File: config.mk
export PLATFORM = sky130hd
export DESIGN_NAME = dp_mem_responder
export DESIGN_NICKNAME = d
export VERILOG_FILES = /design/src/rtl/dp_mem_responder_pkg.sv /design/src/rtl/dp_mem_responder_tmo.sv /design/src/rtl/dp_mem_responder.sv
export SDC_FILE = /design/constraint.sdc
export NUM_CORES = 1
export LEC_CHECK = 0
export ABC_AREA = 1
export BUFFER_PORTS_ARGS = -buffer_cell sky130_fd_sc_hd__buf_2
export CAP_MARGIN = 15
export CORE_MARGIN = 1.5
export CORE_UTILIZATION = 25
export CTS_CLUSTER_DIAMETER = 150
export DETAILED_ROUTE_END_ITERATION = 6
export GPL_ROUTABILITY_DRIVEN = 0
export PLACE_DENSITY = 0.47
export SETUP_SLACK_MARGIN = 0.5
export SLEW_MARGIN = 40
export SYNTH_ARGS = -nofsm -noshare
export SYNTH_HDL_FRONTEND = slang
export SYNTH_SLANG_ARGS = --single-unit
File: constraint.sdc
create_clock -name CLK -period 1.5 [get_ports CLK]
set_input_delay 0.225 -clock CLK [delete_from_list [all_inputs] [get_ports CLK]]
set_output_delay 0.225 -clock CLK [all_outputs]
set_load 0.02 [all_outputs]
File: src/rtl/dp_mem_responder_pkg.sv
// Shared types and state encodings for the datapath memory responder.
package dp_mem_responder_pkg;

  localparam int unsigned WORD_W  = 32;
  localparam int unsigned STATE_W = 3;

  typedef logic [WORD_W-1:0]  word_t;
  typedef logic [STATE_W-1:0] mem_state_t;

  localparam mem_state_t S_IDLE  = 3'd0;
  localparam mem_state_t S_DACC  = 3'd1;
  localparam mem_state_t S_IACC  = 3'd2;
  localparam mem_state_t S_DRESP = 3'd3;
  localparam mem_state_t S_IRESP = 3'd4;
  localparam mem_state_t S_HALT  = 3'd5;

  // Clear the byte-offset bits so the RAM always sees a word address.
  function automatic word_t word_align(input word_t addr);
    return addr & ~word_t'(3);
  endfunction

endpackage

File: src/rtl/dp_mem_responder_tmo.sv
// Wait counter for one RAM access; flags the cycle in which the wait budget runs out.
module dp_mem_responder_tmo #(
  parameter int unsigned TIMEOUT = 255
) (
  input  logic clk,
  input  logic rst_n,
  input  logic clear,
  input  logic run,
  output logic expire_c
);

  localparam int unsigned CW = $clog2(TIMEOUT + 1);

  logic [CW-1:0] cnt_q;

  // Count access cycles without ramrdy; restart on every new access.
  always_ff @(posedge clk) begin
    if (!rst_n) begin
      cnt_q <= '0;
    end else if (clear) begin
      cnt_q <= '0;
    end else if (run) begin
      cnt_q <= cnt_q + CW'(1);
    end
  end

  // This stalled cycle would bring the count to TIMEOUT.
  assign expire_c = run && (cnt_q == CW'(TIMEOUT - 1));

endmodule

File: src/rtl/dp_mem_responder.sv
// Responder side of the datapath cache interface: arbitrates instruction and
// data requests onto one single-ported RAM and returns registered hit pulses.
module dp_mem_responder
  import dp_mem_responder_pkg::*;
#(
  parameter int unsigned TIMEOUT = 255,
  parameter int unsigned CNT_W   = 32
) (
  input  logic             CLK,
  input  logic             nRST,
  input  logic             imemREN,
  input  logic [31:0]      imemaddr,
  output logic [31:0]      imemload,
  output logic             ihit,
  input  logic             dmemREN,
  input  logic             dmemWEN,
  input  logic [31:0]      dmemaddr,
  input  logic [31:0]      dmemstore,
  output logic [31:0]      dmemload,
  output logic             dhit,
  input  logic             halt,
  output logic             ramREN,
  output logic             ramWEN,
  output logic [31:0]      ramaddr,
  output logic [31:0]      ramstore,
  input  logic [31:0]      ramload,
  input  logic             ramrdy,
  output logic             err,
  output logic [CNT_W-1:0] icount,
  output logic [CNT_W-1:0] dcount
);

  mem_state_t       state_q, state_d;
  logic             ihit_d, dhit_d, ren_d, wen_d, err_d;
  word_t            addr_d, store_d, iload_d, dload_d;
  logic [CNT_W-1:0] icount_d, dcount_d;
  logic             tmo_clear_c, tmo_run_c, tmo_expire_c;
  logic             in_acc_c, is_d_c;

  assign in_acc_c = (state_q == S_DACC) || (state_q == S_IACC);
  assign is_d_c   = (state_q == S_DACC);

  dp_mem_responder_tmo #(
    .TIMEOUT (TIMEOUT)
  ) u_tmo (
    .clk      (CLK),
    .rst_n    (nRST),
    .clear    (tmo_clear_c),
    .run      (tmo_run_c),
    .expire_c (tmo_expire_c)
  );

  // Next-state and next-output logic; every registered output has a _d here.
  always_comb begin
    state_d     = state_q;
    ihit_d      = 1'b0;
    dhit_d      = 1'b0;
    ren_d       = ramREN;
    wen_d       = ramWEN;
    addr_d      = ramaddr;
    store_d     = ramstore;
    iload_d     = imemload;
    dload_d     = dmemload;
    err_d       = err;
    icount_d    = icount;
    dcount_d    = dcount;
    tmo_clear_c = 1'b0;
    tmo_run_c   = 1'b0;

    case (state_q)
      S_IDLE: begin
        if (halt) begin
          state_d = S_HALT;
        end else if (dmemREN || dmemWEN) begin
          // A simultaneous read and write request is treated as a write.
          state_d     = S_DACC;
          wen_d       = dmemWEN;
          ren_d       = !dmemWEN;
          addr_d      = word_align(dmemaddr);
          store_d     = dmemstore;
          tmo_clear_c = 1'b1;
        end else if (imemREN) begin
          state_d     = S_IACC;
          ren_d       = 1'b1;
          wen_d       = 1'b0;
          addr_d      = word_align(imemaddr);
          tmo_clear_c = 1'b1;
        end
      end

      S_DACC, S_IACC: begin
        tmo_run_c = !ramrdy;
        // ramrdy takes precedence over an expiring wait budget.
        if (ramrdy || tmo_expire_c) begin
          ren_d   = 1'b0;
          wen_d   = 1'b0;
          state_d = is_d_c ? S_DRESP : S_IRESP;
          if (!ramrdy) begin
            err_d = 1'b1;
          end
          if (is_d_c) begin
            dhit_d   = 1'b1;
            dcount_d = dcount + CNT_W'(1);
            if (!ramrdy) begin
              dload_d = '0;
            end else if (!ramWEN) begin
              dload_d = ramload;
            end
          end else begin
            ihit_d   = 1'b1;
            icount_d = icount + CNT_W'(1);
            iload_d  = ramrdy ? ramload : '0;
          end
        end
      end

      S_DRESP, S_IRESP: begin
        state_d = S_IDLE;
      end

      S_HALT: begin
        state_d = S_HALT;
      end

      default: begin
        state_d = S_IDLE;
      end
    endcase
  end

  // State register.
  always_ff @(posedge CLK) begin
    if (!nRST) begin
      state_q <= S_IDLE;
    end else begin
      state_q <= state_d;
    end
  end

  // Registered outputs.
  always_ff @(posedge CLK) begin
    if (!nRST) begin
      ihit     <= 1'b0;
      dhit     <= 1'b0;
      ramREN   <= 1'b0;
      ramWEN   <= 1'b0;
      ramaddr  <= '0;
      ramstore <= '0;
      imemload <= '0;
      dmemload <= '0;
      err      <= 1'b0;
      icount   <= '0;
      dcount   <= '0;
    end else begin
      ihit     <= ihit_d;
      dhit     <= dhit_d;
      ramREN   <= ren_d;
      ramWEN   <= wen_d;
      ramaddr  <= addr_d;
      ramstore <= store_d;
      imemload <= iload_d;
      dmemload <= dload_d;
      err      <= err_d;
      icount   <= icount_d;
      dcount   <= dcount_d;
    end
  end

endmodule
-- Word level (Yosys, flattened, before mapping)
Index checks and enable logic that the tools add are counted.
- add/subtract/negate cells: 3
- equal/unequal tests: 9
- muxes and demuxes: 27
- bitwise logic cells: 4
- reduce and logical (&&, ||, !) cells: 19
- operator list (kind ; count):
    32-bit 2-to-1 mux ; 5
    32-bit by 1-bit adder with 32-bit output (second input constant) ; 2
    3-bit AND reduction ; 6
    3-bit 2-to-1 mux ; 5
    1-bit 2-to-1 mux ; 14
    3-bit case mux with 3 select lines ; 1
    8-bit by 1-bit adder with 8-bit output (second input constant) ; 1
    8-bit == test (second input constant) ; 1
    4-bit AND reduction ; 2
    2-bit != test (second input constant) ; 3
    4-bit != test (second input constant) ; 1
    1-bit inverter ; 4
    1-bit case mux with 2 select lines ; 2
    2-bit nonzero test ; 2
    2-bit OR reduction ; 2
    3-bit by 1-bit == test with 1-bit output (second input constant) ; 1
    3-bit by 2-bit == test with 1-bit output (second input constant) ; 1
    3-bit == test (second input constant) ; 1
    3-bit zero test ; 1
    3-bit != test (second input constant) ; 1
    1-bit zero test ; 2
    1-bit logical OR ; 2
    2-bit AND reduction ; 1
    1-bit logical AND ; 1
- register bits: 208
- output and inout port bits: 197
- logic and storage cells: 75

-- Longest topological paths before layout
Gate-level depths: netlist of the first run.
- depth after elaboration: 7
- depth in mapped cells: 12
- gate-level depth less buffers: 10

-- Cells and area by module
Synthesis of the first run repeated with hierarchy kept, for this count alone.
- cells, all modules: 1357
- area, all modules: 9188.8 µm²
- modules (own cells, without submodules) (module ; instances ; cells an instance ; area each (µm²) ; sequential area each (µm²)):
    dp_mem_responder ; 1 ; 1304 ; 8809.7 ; 3963.8
    dp_mem_responder_tmo ; 1 ; 53 ; 379.1 ; 160.2

-- Worst setup path before layout of the first run
No wires, ideal clock.
- path kind: register to register
- from: register dcount[0]
- to: register dcount[18]
- data arrival time: 1.594 ns
- required time: 1.372 ns
- setup slack: -0.222 ns
- cell stages (with the launch flop): 9
- buffers on the path: 0
- clock period less this slack: 1.722 ns
- cells stage by stage: dfxtp_1 > ha_1 > nand3_1 > nor2_1 > nand3_1 > nor2_1 > nand4_1 > nand2_1 > nor2_1
- cells in the longest elaborated chain, start to end: 1
- RTL lines (element ; line ; text):
    start: declaration ; dp_mem_responder.sv:30 ; output logic [CNT_W-1:0] dcount
    start signal: assignment ; dp_mem_responder.sv:165 ; dcount <= dcount_d;
    32-bit by 1-bit adder with 32-bit output ; dp_mem_responder.sv:103 ; dcount_d = dcount + CNT_W'(1);
No other way between the ends.
A chain may end at the register's enable or synchronous reset.

-- Final worst setup path of the first run
- from: register u_tmo.cnt_q[0]
- to: register dmemload[5]
- cells in the longest elaborated chain, start to end: 4
- RTL lines (element ; line ; text):
    start: declaration ; dp_mem_responder_tmo.sv:14 ; logic [CW-1:0] cnt_q;
    start signal: assignment ; dp_mem_responder_tmo.sv:23 ; cnt_q <= cnt_q + CW'(1);
    8-bit == test ; dp_mem_responder_tmo.sv:28 ; assign expire_c = run && (cnt_q == CW'(TIMEOUT - 1));
    1-bit logical AND ; dp_mem_responder_tmo.sv:28 ;
    1-bit logical OR ; dp_mem_responder.sv:94 ; if (ramrdy || tmo_expire_c) begin
    4-bit AND reduction (no line) ; - ;
    end signal: assignment ; dp_mem_responder.sv:162 ; dmemload <= dload_d;
    end: declaration ; dp_mem_responder.sv:19 ; output logic [31:0] dmemload,
No other way between the ends.

==> results.txt, run 1 <==
- Root buffer cell: clkbuf_16
- A synthesized cell averages 6.612 um^2.
* Top-level port count: 332
* Hold Path Stages: 5
- Data arrival time at the worst-slack endpoint: 2.07 ns
- Maximum count of clock buffers along a single path: 3
* Total die area: 0.03991 mm^2
- Routed wire length: 39.75 mm
- For this design the ratio of total power to cell area is 1091 mW/mm^2.
- Total power for the finished layout comes to 18730 uW.
- The final reports fail on negative setup slack.
- Timing would allow up to 625.5 MHz.
- Setup violations remaining at the end of the flow were counted as 149.
- Before antenna repair, the detailed router went through 5 iterations.
- Buffers placed on the I/O ports in this run total 325.
- Post-synth EDFFs: 0
* Proportion of synthesized chip area in sequential cells: 42.60%
- Entering global routing, the biggest net connects 81 pins.
- The tree built by TritonCTS fans out to 206 sinks.
- Final critical path time including I/O delays and setup: 1.599 ns
* RSZ-0062 raised after global routing: true
- Count of antenna diodes in the layout: 0
- Endpoint kind of the worst setup timing path: flop
- Max-cap viol count: 0
* Synthesized instance count: 1464
* End of the worst register-to-register path: dmemload[5]$_SDFFE_PN0P_
* Data required time at the worst endpoint: 1.97 ns
- For this configuration, the core starts out at a cell density of 25.52%.
- Register Area: 0.004224 mm^2
- Global-route wire length before repair: 58.42 mm
* Routed vias: 11.63k
- Most instantiated cells after synthesis: nand2_1 (555), dfxtp_1 (206), a21oi_1 (161)
* Worst hold path type: in2reg
- For hold timing, the worst endpoint is imemload[9]$_SDFFE_PN0P_.
* Fraction of layout cells with a size suffix above 1: 40.57%
* Post-synthesis share of cell area spent on xor and xnor gates: 2.895%
- The final layout contains 2182 nets.
* Count of cells along the worst register-to-register path: 10
- Dividing the detail-routed via count by the number of cells gives 4.518.
- Once detail routing completed, the nets flagged for antenna violations numbered 0.
* Final clock skew: 0.01188 ns
- Cell accounting for the most synthesized area: dfxtp_1
* Commonest register cell after synthesis: dfxtp_1
- Post-DP HPWL: 25.33 mm
- Number of antenna violations at the first check in global routing: 2
- Worst R2R Setup Slack: -0.1 ns
- Distinct cell type count of the synthesized netlist: 35
- Detailed-route wire length per cell: 15.44 um
- Final period util: 106.6%
- After clock tree synthesis, the clock-pin slew on the worst setup and hold paths is 0.06 ns.
- After synthesis the cells add up to 0.009681 mm^2.
- At the pin with the least slew margin, the transition time is 0.5702 ns.
* Worst-Skew Late Latency: 0.54 ns
- Share of synthesized cell area in and, or, nand and nor gates: 33.67%
- Setup slack on the critical path of the routed design comes to -0.09879 ns.
* Final cell utilization of the core: 45.25%
* Vias in the first global route: 11.06k
- The number of clock buffers added by TritonCTS is 26.
- Die span in x: 199.8 um
- Top cells by area in the synthesized netlist: dfxtp_1 (43%), nand2_1 (22%), a21oi_1 (8.3%)
* Remaining DRCs: 0
* Footprint of the multi-input gates: 0.005858 mm^2
- Filler cell count: 3864
* Normalized max-slew margin: 61.99%
- The final count of pins violating max slew came to 0.
* All-layer global routing usage: 18.33%
- Height of the chip: 199.8 um
- In this run the static leakage power is 0.007448 uW.
- For this run the aggregate overflow at the end of global routing stands at 0.
- The synthesized design contains 206 register bits.
- The share of synthesized area in the top cell type comes to 42.60%.
- Maximum vdd drop: 0.0007834 V
- Maximum fanout along the worst path: 11
- Mux cell area share after synthesis: 0%
- Async S/R FF share, synth: 0%
* Library cell with the highest instance count after synthesis: nand2_1
- The floorplan has 71 rows.
- H-tree depth reported by CTS: 1
* Compound-Gate Fraction of Synth Area: 12.91%
- Crit start category: flop
* Floorplan core area: 0.03793 mm^2
* Synthesis-to-layout area growth: 77.30%
- Summing the areas of all fa, ha and maj instances in the mapped netlist gives 0.5170% of the synthesized area.
- Reg-to-reg startpoint: u_tmo.cnt_q[0]$_SDFFE_PP0P_
- The first routing iteration left 401 violations.
- The number of failing hold endpoints at the final stage was 0.
- Beginning of the worst hold path: ramload[9]
- TritonCTS built the clock tree.
* Main combinational cell family by area after synthesis: simple AND/OR/NAND/NOR gates
- Run status: finished with violations
- Crit path kind: reg2reg
- Syn. warnings: 0
critical path, cell delays in order (launching register included):
cell and delay [ns]:
dfxtp_2 0.33, inv_2 0.07, ha_4 0.12, nand3_2 0.07
inv_2 0.07, nand2_4 0.08, a21oi_4 0.21, buf_6 0.19
clkbuf_16 0.18, nand3_1 0.06, a21oi_1 0.15
how the worst max path moves through the flow:
stage / from / endpoint / slack [ns] / cells after the start
CTS: u_tmo.cnt_q[0]$_SDFFE_PP0P_ / icount[17]$_SDFFE_PN0P_ / -0.09 / 11
floorplan: u_tmo.cnt_q[0]$_SDFFE_PP0P_ / icount[0]$_SDFFE_PN0P_ / 0.01 / 12
finish: u_tmo.cnt_q[0]$_SDFFE_PP0P_ / dmemload[5]$_SDFFE_PN0P_ / -0.1 / 10
global route: u_tmo.cnt_q[0]$_SDFFE_PP0P_ / dmemload[22]$_SDFFE_PN0P_ / -0.21 / 10
detailed placement: state_q[0]$_SDFFE_PN0P_ / ramaddr[26]$_SDFFE_PN0P_ / -0.1 / 8
global placement: u_tmo.cnt_q[0]$_SDFFE_PP0P_ / icount[0]$_SDFFE_PN0P_ / -0.11 / 10
routing by layer:
| layer | vias to the layer above | track usage [%] | routed length (um) |
|---|---|---|---|
| met4 | 4 | 5.096 | 754 |
| met2 | 304 | 32.07 | 19620 |
| met1 | 5406 | 22.40 | 17030 |
| li1 | 5861 | - | - |
| met5 | - | 0 | 23 |
| met3 | 55 | 4.251 | 2322 |
metrics by stage:
step                      hold slack (ns)  cells  setup slack (ns)  TNS, ns  area [um^2]
final                             0.04053   2574          -0.09879   -6.192        17160
after global routing              0.03775   2574           -0.2138   -23.13        17160
after CTS                       0.0002494   2544          -0.08934   -6.263        15920
after detailed placement           0.4514   2348          -0.09565   -1.900        13040
after global placement             0.4453   2348           -0.1068   -1.278        13040
after floorplan                    0.3719   1465           0.01409        0        10150
flip-flops by register name, summed over array words and instances (netlist names):
signal       flops
dcount          32
dhit             1
dmemload        32
err              1
icount          32
ihit             1
imemload        32
ramREN           1
ramWEN           1
ramaddr         30
ramstore        32
state_q          3
u_tmo.cnt_q      8
power by group:
part / internal (uW) / switching, uW
clock network: 4030 / 2620
logic: 2730 / 3120
registers: 5890 / 345
total: 12600 / 6080
cells in the final DEF (no fill, tap or decap), drive strengths merged:
cell	n
or3	1
a211oi	1
o21ai	40
nand3	110
clkbuf	47
xnor2	10
or2	1
nor2	130
dfxtp	206
nand4	5
xor2	22
a21oi	164
ha	4
buf	519
o211ai	1
bufbuf	1
nor3b	1
and2	1
clkinv	7
a31oi	30
nor3	4
conb	2
dlygate4sd3	99
nand2	559
bufinv	2
inv	95
clkinvlp	1
timing repair:
| item | in CTS | in global routing |
|---|---|---|
| hold buffers | 99 | 0 |
| pin swaps | 24 | 18 |
| hold endpoints to repair | 69 | 0 |
| buffers inserted | 40 | 19 |
| gates cloned | 9 | 11 |
| endpoints found under the setup margin | 400 | 401 |
| resized for setup | 128 | 234 |
logic make-up (layout without fill, tap and decap cells):
kind of cell | Yosys count | after routing
simple gates | 812 | 812
compound gates | 236 | 236
flops | 206 | 206
buf+inv | 173 | 771
xor+xnor | 32 | 32
fa+ha+maj | 4 | 4
other cells | 1 | 2
layout make-up:
class / instances / share of cell area (%)
tap: 511 / 3.725
inverter: 96 / 2.260
timing repair buffer: 627 / 29.99
clock inverter: 9 / 0.6196
sequential: 206 / 24.61
multi-input combinational: 1086 / 34.13
clock buffer: 39 / 4.665
(Power assumes the default switching activity.)
==> inputs of run 2 (changes only) <==
--- a/config.mk
+++ b/config.mk
@@ -14,7 +14,7 @@
 export DETAILED_ROUTE_END_ITERATION = 6
 export GPL_ROUTABILITY_DRIVEN = 0
 export PLACE_DENSITY = 0.47
-export SETUP_SLACK_MARGIN = 0.5
+export SETUP_SLACK_MARGIN = 0.2
 export SLEW_MARGIN = 40
 export SYNTH_ARGS = -nofsm -noshare
 export SYNTH_HDL_FRONTEND = slang
==> run 2 against run 1 <==
Net effect:
- the run still ends with negative setup slack left
- global-route usage shrank 0.062 points
- total power fell by 3.5%
- cell count shrank 1.2%
- worst hold slack got worse by 0.0065 ns
- combinational power up 2%
- wire length down 2.8%
- sequential power down 0.8%
- sequential cell count unchanged
- register-to-register slack about the same
- critical path type unchanged
- largest cell class unchanged
==> results.txt, run 2 (same netlist as run 1, synthesis figures left out) <==
- In this run the standard cell core region covers 0.03793 mm^2.
- RSZ-0062 raised after global routing: true
- Total congestion overflow: 0
* Total Power: 18070 uW
* Root buffer cell: clkbuf_16
- The clock passes through at most 3 buffers.
* Most common cell after layout, fill and taps aside: nand2_1
* Length of routed met2 wiring: 18.41 mm
- Port bufs: 325
* Beginning of the worst hold path: ramload[7]
- The detailed router finished its first iteration with 424 violations.
- Worst R2R Setup Slack: -0.09 ns
- Hold Path Stages: 5
* Worst-path cell chain: inv_2 -> ha_4 -> nand3_2 -> inv_2 -> nand2_4 -> o21ai_4 -> nand2_4 -> clkbuf_16 -> nand2_2 -> a21oi_2
- Met1 routed wirelength after detailed routing: 16.65 mm
* H-tree depth reported by CTS: 1
* Top-level port count: 332
- Crit path kind: reg2reg
* Pin count of the biggest net entering global routing: 67
* Max stage delay on crit path: 0.32 ns
- Crit start category: flop
- End of the worst register-to-register path: dcount[16]$_SDFFE_PN0P_
- Final setup violation count: 118
- The multi-input combinational cells in the finished layout cover a total of 0.006165 mm^2.
- Along the worst path, the maximum fanout reaches 8.
- The path with the worst hold slack has its endpoint at imemload[7]$_SDFFE_PN0P_.
- Routed vias: 11.50k
* Worst-Skew Late Latency: 0.54 ns
* Synthesis-to-layout area growth: 76.79%
- The number of global-route vias before repair came to 11.18k.
- Measured in cells, the most critical reg-to-reg path has a length of 10.
* Data required time at the worst endpoint: 1.93 ns
- The worst-case IR drop observed on VDD is 0.0007808 V.
* CTS clk-pin slew, worst paths: 0.06 ns
- Post-DP HPWL: 24.30 mm
* Count of pins over their slew limit: 0
- Failing checks: negative setup slack
- The final layout contains 2151 nets.
- The post-route netlist has 40.94% of its cells at a drive strength greater than 1.
- The first global-routing pass estimated 58.55 mm of wire.
- On the final layout, the worst clock skew is 0.01041 ns.
* Endpoint kind of the worst setup timing path: flop
- After detailed routing, the met3 layer carries 2.729 mm of wire.
- The initialized floorplan defines 71 standard-cell rows.
* Slowest cell on the critical path: dfxtp_2
* Remaining DRCs: 0
* Final critical path time including I/O delays and setup: 1.590 ns
- The library cells used most frequently in the layout, excluding fill and tap cells, are nand2_1 (482), buf_2 (297), dfxtp_1 (147).
- After detailed routing, no signal wire sits above met5.
- The die is 199.8 um wide.
- The initial antenna violation count is 3.
- The final layout contains routed wiring with a total length of 38.66 mm.
- Max-cap violations in this run came to 0.
* Final cell utilization of the core: 45.12%
- Register Area: 0.004240 mm^2
- Data arrival time at the worst-slack endpoint: 2.02 ns
- Final period util: 106.0%
* Remaining antenna violation count: 0
- The startpoint identified for the worst register-to-register timing path is u_tmo.cnt_q[0]$_SDFFE_PP0P_.
- Using the TritonRoute via totals, the vias-per-cell ratio works out to 4.523.
* Total die area: 0.03991 mm^2
- Worst hold path type: in2reg
- Detailed-route wire length per cell: 15.21 um
- Total power density per cell area: 1056 mW/mm^2
- All-layer global routing usage: 18.27%
- After layout, the worst setup slack is -0.09022 ns.
- Hold Violations, Final: 0
- First-pass iteration count of the detailed router: 5
- After filler insertion, the fill cell instance count of the layout stands at 3830.
- Total clock buffers created by CTS: 26
- Reported leakage power: 0.007284 uW
- Final sum of negative setup slack: -4.041 ns
* Run status: finished with violations
- Clock tree synthesis found a total of 206 sinks.
- Starting density of the core: 25.52%
- For this run, the top clock speed supported by timing is 628.8 MHz.
* Clock tree from TritonCTS: yes
- In this run the vertical extent of the chip is 199.8 um.
==> run 2: metal layers <==
metal / GRT usage, % / up-vias
met4: 4.734 / 2
met1: 22.83 / 5314
met5: 0 / -
met2: 30.98 / 313
li1: - / 5810
met3: 4.923 / 58
==> run 2: worst max-delay path by stage <==
stage / end / start / cells past startpoint / slack [ns]
final: dcount[16]$_SDFFE_PN0P_ / u_tmo.cnt_q[0]$_SDFFE_PP0P_ / 10 / -0.09
after global placement: icount[0]$_SDFFE_PN0P_ / u_tmo.cnt_q[0]$_SDFFE_PP0P_ / 10 / -0.08
after CTS: icount[18]$_SDFFE_PN0P_ / u_tmo.cnt_q[0]$_SDFFE_PP0P_ / 11 / -0.09
after global routing: dcount[16]$_SDFFE_PN0P_ / u_tmo.cnt_q[0]$_SDFFE_PP0P_ / 10 / -0.17
after floorplan: icount[0]$_SDFFE_PN0P_ / u_tmo.cnt_q[0]$_SDFFE_PP0P_ / 12 / 0.01
after detailed placement: icount[0]$_SDFFE_PN0P_ / u_tmo.cnt_q[0]$_SDFFE_PP0P_ / 10 / -0.08
==> run 2: worst max-delay path: cells and delay by family, from the launching register on <==
kind,cells,cell delay [ns]
AND/OR/NAND/NOR,4,0.39
buffers and inverters,3,0.35
AO/OA/AOI/OAI,2,0.30
flip-flops,1,0.32
adder cells (fa/ha/maj),1,0.12
==> run 2: what timing repair did <==
item | 4_1_cts | 5_1_grt
gates cloned | 12 | 8
resized for setup | 147 | 280
hold buffers | 93 | 0
setup buffers | 22 | 25
hold endpoints to repair | 64 | 0
pin swaps | 44 | 40
endpoints found under the setup margin | 309 | 384
==> run 2: layout make-up <==
class	instances	share of cell area (%)
Antenna cell	1	0.01462
Clock buffer	40	4.409
Clock inverter	6	0.1901
Inverter	96	2.193
Multi-Input combinational cell	1086	36.02
Sequential cell	206	24.78
Tap cell	511	3.736
Timing Repair Buffer	596	28.66
==> run 2: power breakdown <==
group | internal [uW] | total (uW) | switching (uW) | leakage (uW)
Sequential | 5880 | 6190 | 307 | 0.00170
Clock | 3430 | 5910 | 2480 | 0.000386
Combinational | 2790 | 5970 | 3180 | 0.00519
==> run 2: metrics by stage <==
stage	setup slack (ns)	instances	hold WS (ns)	instance area [um^2]
after CTS	-0.08505	2508	0.003095	15650
after global placement	-0.07522	2335	0.4446	12870
after floorplan	0.01409	1465	0.3859	10010
after global routing	-0.1662	2542	0.02490	17110
after detailed placement	-0.07938	2335	0.4484	12870
final	-0.09022	2542	0.03400	17110
==> inputs of run 3 (changes only) <==
--- a/config.mk
+++ b/config.mk
@@ -8,12 +8,14 @@
 export ABC_AREA = 1
 export BUFFER_PORTS_ARGS = -buffer_cell sky130_fd_sc_hd__buf_2
 export CAP_MARGIN = 15
+export CELL_PAD_IN_SITES_DETAIL_PLACEMENT = 1
+export CELL_PAD_IN_SITES_GLOBAL_PLACEMENT = 1
 export CORE_MARGIN = 1.5
 export CORE_UTILIZATION = 25
 export CTS_CLUSTER_DIAMETER = 150
 export DETAILED_ROUTE_END_ITERATION = 6
 export GPL_ROUTABILITY_DRIVEN = 0
-export PLACE_DENSITY = 0.47
+export PLACE_DENSITY = 0.64
 export SETUP_SLACK_MARGIN = 0.2
 export SLEW_MARGIN = 40
 export SYNTH_ARGS = -nofsm -noshare
==> run 3 against run 2 <==
Net effect:
- the run still ends with negative setup slack left
- global-route usage rose by 2.5 points
- sequential power hardly changed
- count of clock-buffer cells in the layout is 4 higher
- critical path type unchanged
- largest cell class unchanged
==> results.txt, run 3 (same netlist as run 1, synthesis figures left out) <==
* All-layer global routing usage: 20.73%
- The final reports fail on negative setup slack.
- Reported leakage power: 0.007626 uW
- CTS clk-pin slew, worst paths: 0.06 ns
* Final critical path time including I/O delays and setup: 1.683 ns
* Total die area: 0.03991 mm^2
* Count of pins over their slew limit: 0
- Maximum fanout along the worst path: 8
- Data arrival time at the worst-slack endpoint: 2.10 ns
- The die is 199.8 um tall.
- Setup violations remaining at the end of the flow were counted as 149.
- Footprint of the multi-input gates: 0.006326 mm^2
* Count of cells along the worst register-to-register path: 12
- In this run the remaining antenna-violating nets after routing total 0.
* Most used cells in the layout excluding fill and tap cells: nand2_1 (447), buf_2 (256), dfxtp_1 (125)
- The routed design has 47.99 mm of wire.
* Post-DP HPWL: 28.12 mm
- The worst setup path is of the reg2reg kind.
- After global routing the overflow that remains totals 0.
* Port bufs: 325
* Fraction of layout cells with a size suffix above 1: 45.45%
- Counting instances, the worst hold path has a depth of 5.
- Die span in x: 199.8 um
* Synthesis-to-layout area growth: 84.63%
- Across the run, the number of max-cap violations was 0.
- Pin count of the biggest net entering global routing: 50
- Number of core rows: 71
* Final sum of negative setup slack: -13.47 ns
- Remaining DRCs: 0
* Max Clock Freq: 594.3 MHz
- On the final layout, the worst clock skew is 0.01753 ns.
- In this run the number of H-tree levels came out at 1.
* Global-route wire length before repair: 65.78 mm
- Run status: finished with violations
- STA classifies the critical path startpoint as a flop.
- Setup slack at placement: -0.07761 ns
- Number of antenna violations at the first check in global routing: 6
- Total power density per cell area: 1058 mW/mm^2
* Final net count: 2182
- Maximum count of clock buffers along a single path: 3
- Register Area: 0.004320 mm^2
* Total length of routed met3 wires: 2.987 mm
* Number of clock sinks: 206
- Final Worst Setup Slack: -0.1826 ns
* Length of routed met2 wiring: 24.08 mm
* Routed vias: 12.15k
- Detailed-route wire length per cell: 18.61 um
- In this run the top signal layer used is met5.
- Clock tree synthesis selected as its root buffer the cell clkbuf_16.
- In this run the standard cell core region covers 0.03793 mm^2.
- 332 I/O pins were placed.
* Vias in the first global route: 12.40k
- Endpoint kind of the worst setup timing path: flop
- DR vias/cell: 4.709
* Hold Violations, Final: 0
- Worst hold path type: in2reg
- In the final routing, the length of wire on met1 measures 19.68 mm.
- STA puts the critical path data required time at 1.92 ns.
* Violation count after the first detailed-route iteration: 342
- For the worst-skew pair, the clock arrives at the later sink with an insertion delay of 0.56 ns.
- Total clock buffers created by CTS: 27
- The first TritonRoute pass finished after 5 iterations.
- Filler cell count: 4538
- Once the floorplan was initialized, standard cells occupied 25.52% of the core.
- Clock tree from TritonCTS: yes
- For this run, the share of the core covered by cells in the final layout is 47.12%.
- Most common cell after layout, fill and taps aside: nand2_1
* Final period util: 112.2%
- The worst-case IR drop observed on VDD is 0.0007481 V.
* RSZ-0062 raised after global routing: true
[run 3: what timing repair did]
item,4_1_cts,5_1_grt
endpoints found under the hold margin,66,1
cloned,3,16
hold buffers,95,1
pin swaps,14,42
endpoints found under the setup margin,386,399
resized for setup,79,552
setup buffers,7,57
[run 3: final timing paths]
path | from | to | slack, ns
worst max-delay path | u_tmo.cnt_q[0]$_SDFFE_PP0P_ | dcount[13]$_SDFFE_PN0P_ | -0.18
worst min-delay path | ramload[0] | imemload[0]$_SDFFE_PN0P_ | 0.03
worst min register to register | imemload[26]$_SDFFE_PN0P_ | imemload[26]$_SDFFE_PN0P_ | 0.47
worst max register to register | u_tmo.cnt_q[0]$_SDFFE_PP0P_ | dcount[13]$_SDFFE_PN0P_ | -0.18
[run 3: power breakdown]
group / internal [uW] / switching [uW] / total, uW
clock: 4060 / 2670 / 6730
combinational: 2590 / 3360 / 5950
sequential: 5850 / 371 / 6220
total: 12500 / 6410 / 18900
[run 3: through the flow]
stage	hold slack [ns]	cells	instance area (um^2)	total power (uW)
2_1_floorplan	0.3859	1465	10010	8329
3_3_place_gp	0.4445	2346	12950	9776
3_5_place_dp	0.4501	2346	12950	9838
4_1_cts	0.00002515	2501	15200	17170
5_1_grt	0.03261	2579	17870	19710
6_report	0.02755	2579	17870	18910
[run 3: final cells by class]
| class | count | area share, % |
|---|---|---|
| antenna | 4 | 0.05600 |
| clock buffer | 44 | 4.809 |
| clock inverter | 6 | 0.3430 |
| inverter | 96 | 2.114 |
| multi-input combinational | 1086 | 35.39 |
| sequential | 206 | 24.17 |
| tap | 511 | 3.577 |
| timing repair buffer | 625 | 29.50 |
| timing repair inverter | 1 | 0.03500 |
[run 3: worst max-delay path: stages (launching register included)]
cell	delay (ns)
dfxtp_2	0.34
inv_2	0.05
ha_4	0.15
nand3_2	0.08
inv_2	0.05
nand2_4	0.10
inv_4	0.06
a21oi_4	0.22
nor2_4	0.05
buf_12	0.14
clkbuf_16	0.18
nand2_1	0.08
a21oi_1	0.05
[run 3: metal layers]
layer | up-vias | global-route usage, %
met4 | 4 | 6.405
li1 | 5866 | -
met3 | 82 | 5.561
met5 | - | 0
met2 | 320 | 35.16
met1 | 5873 | 25.52
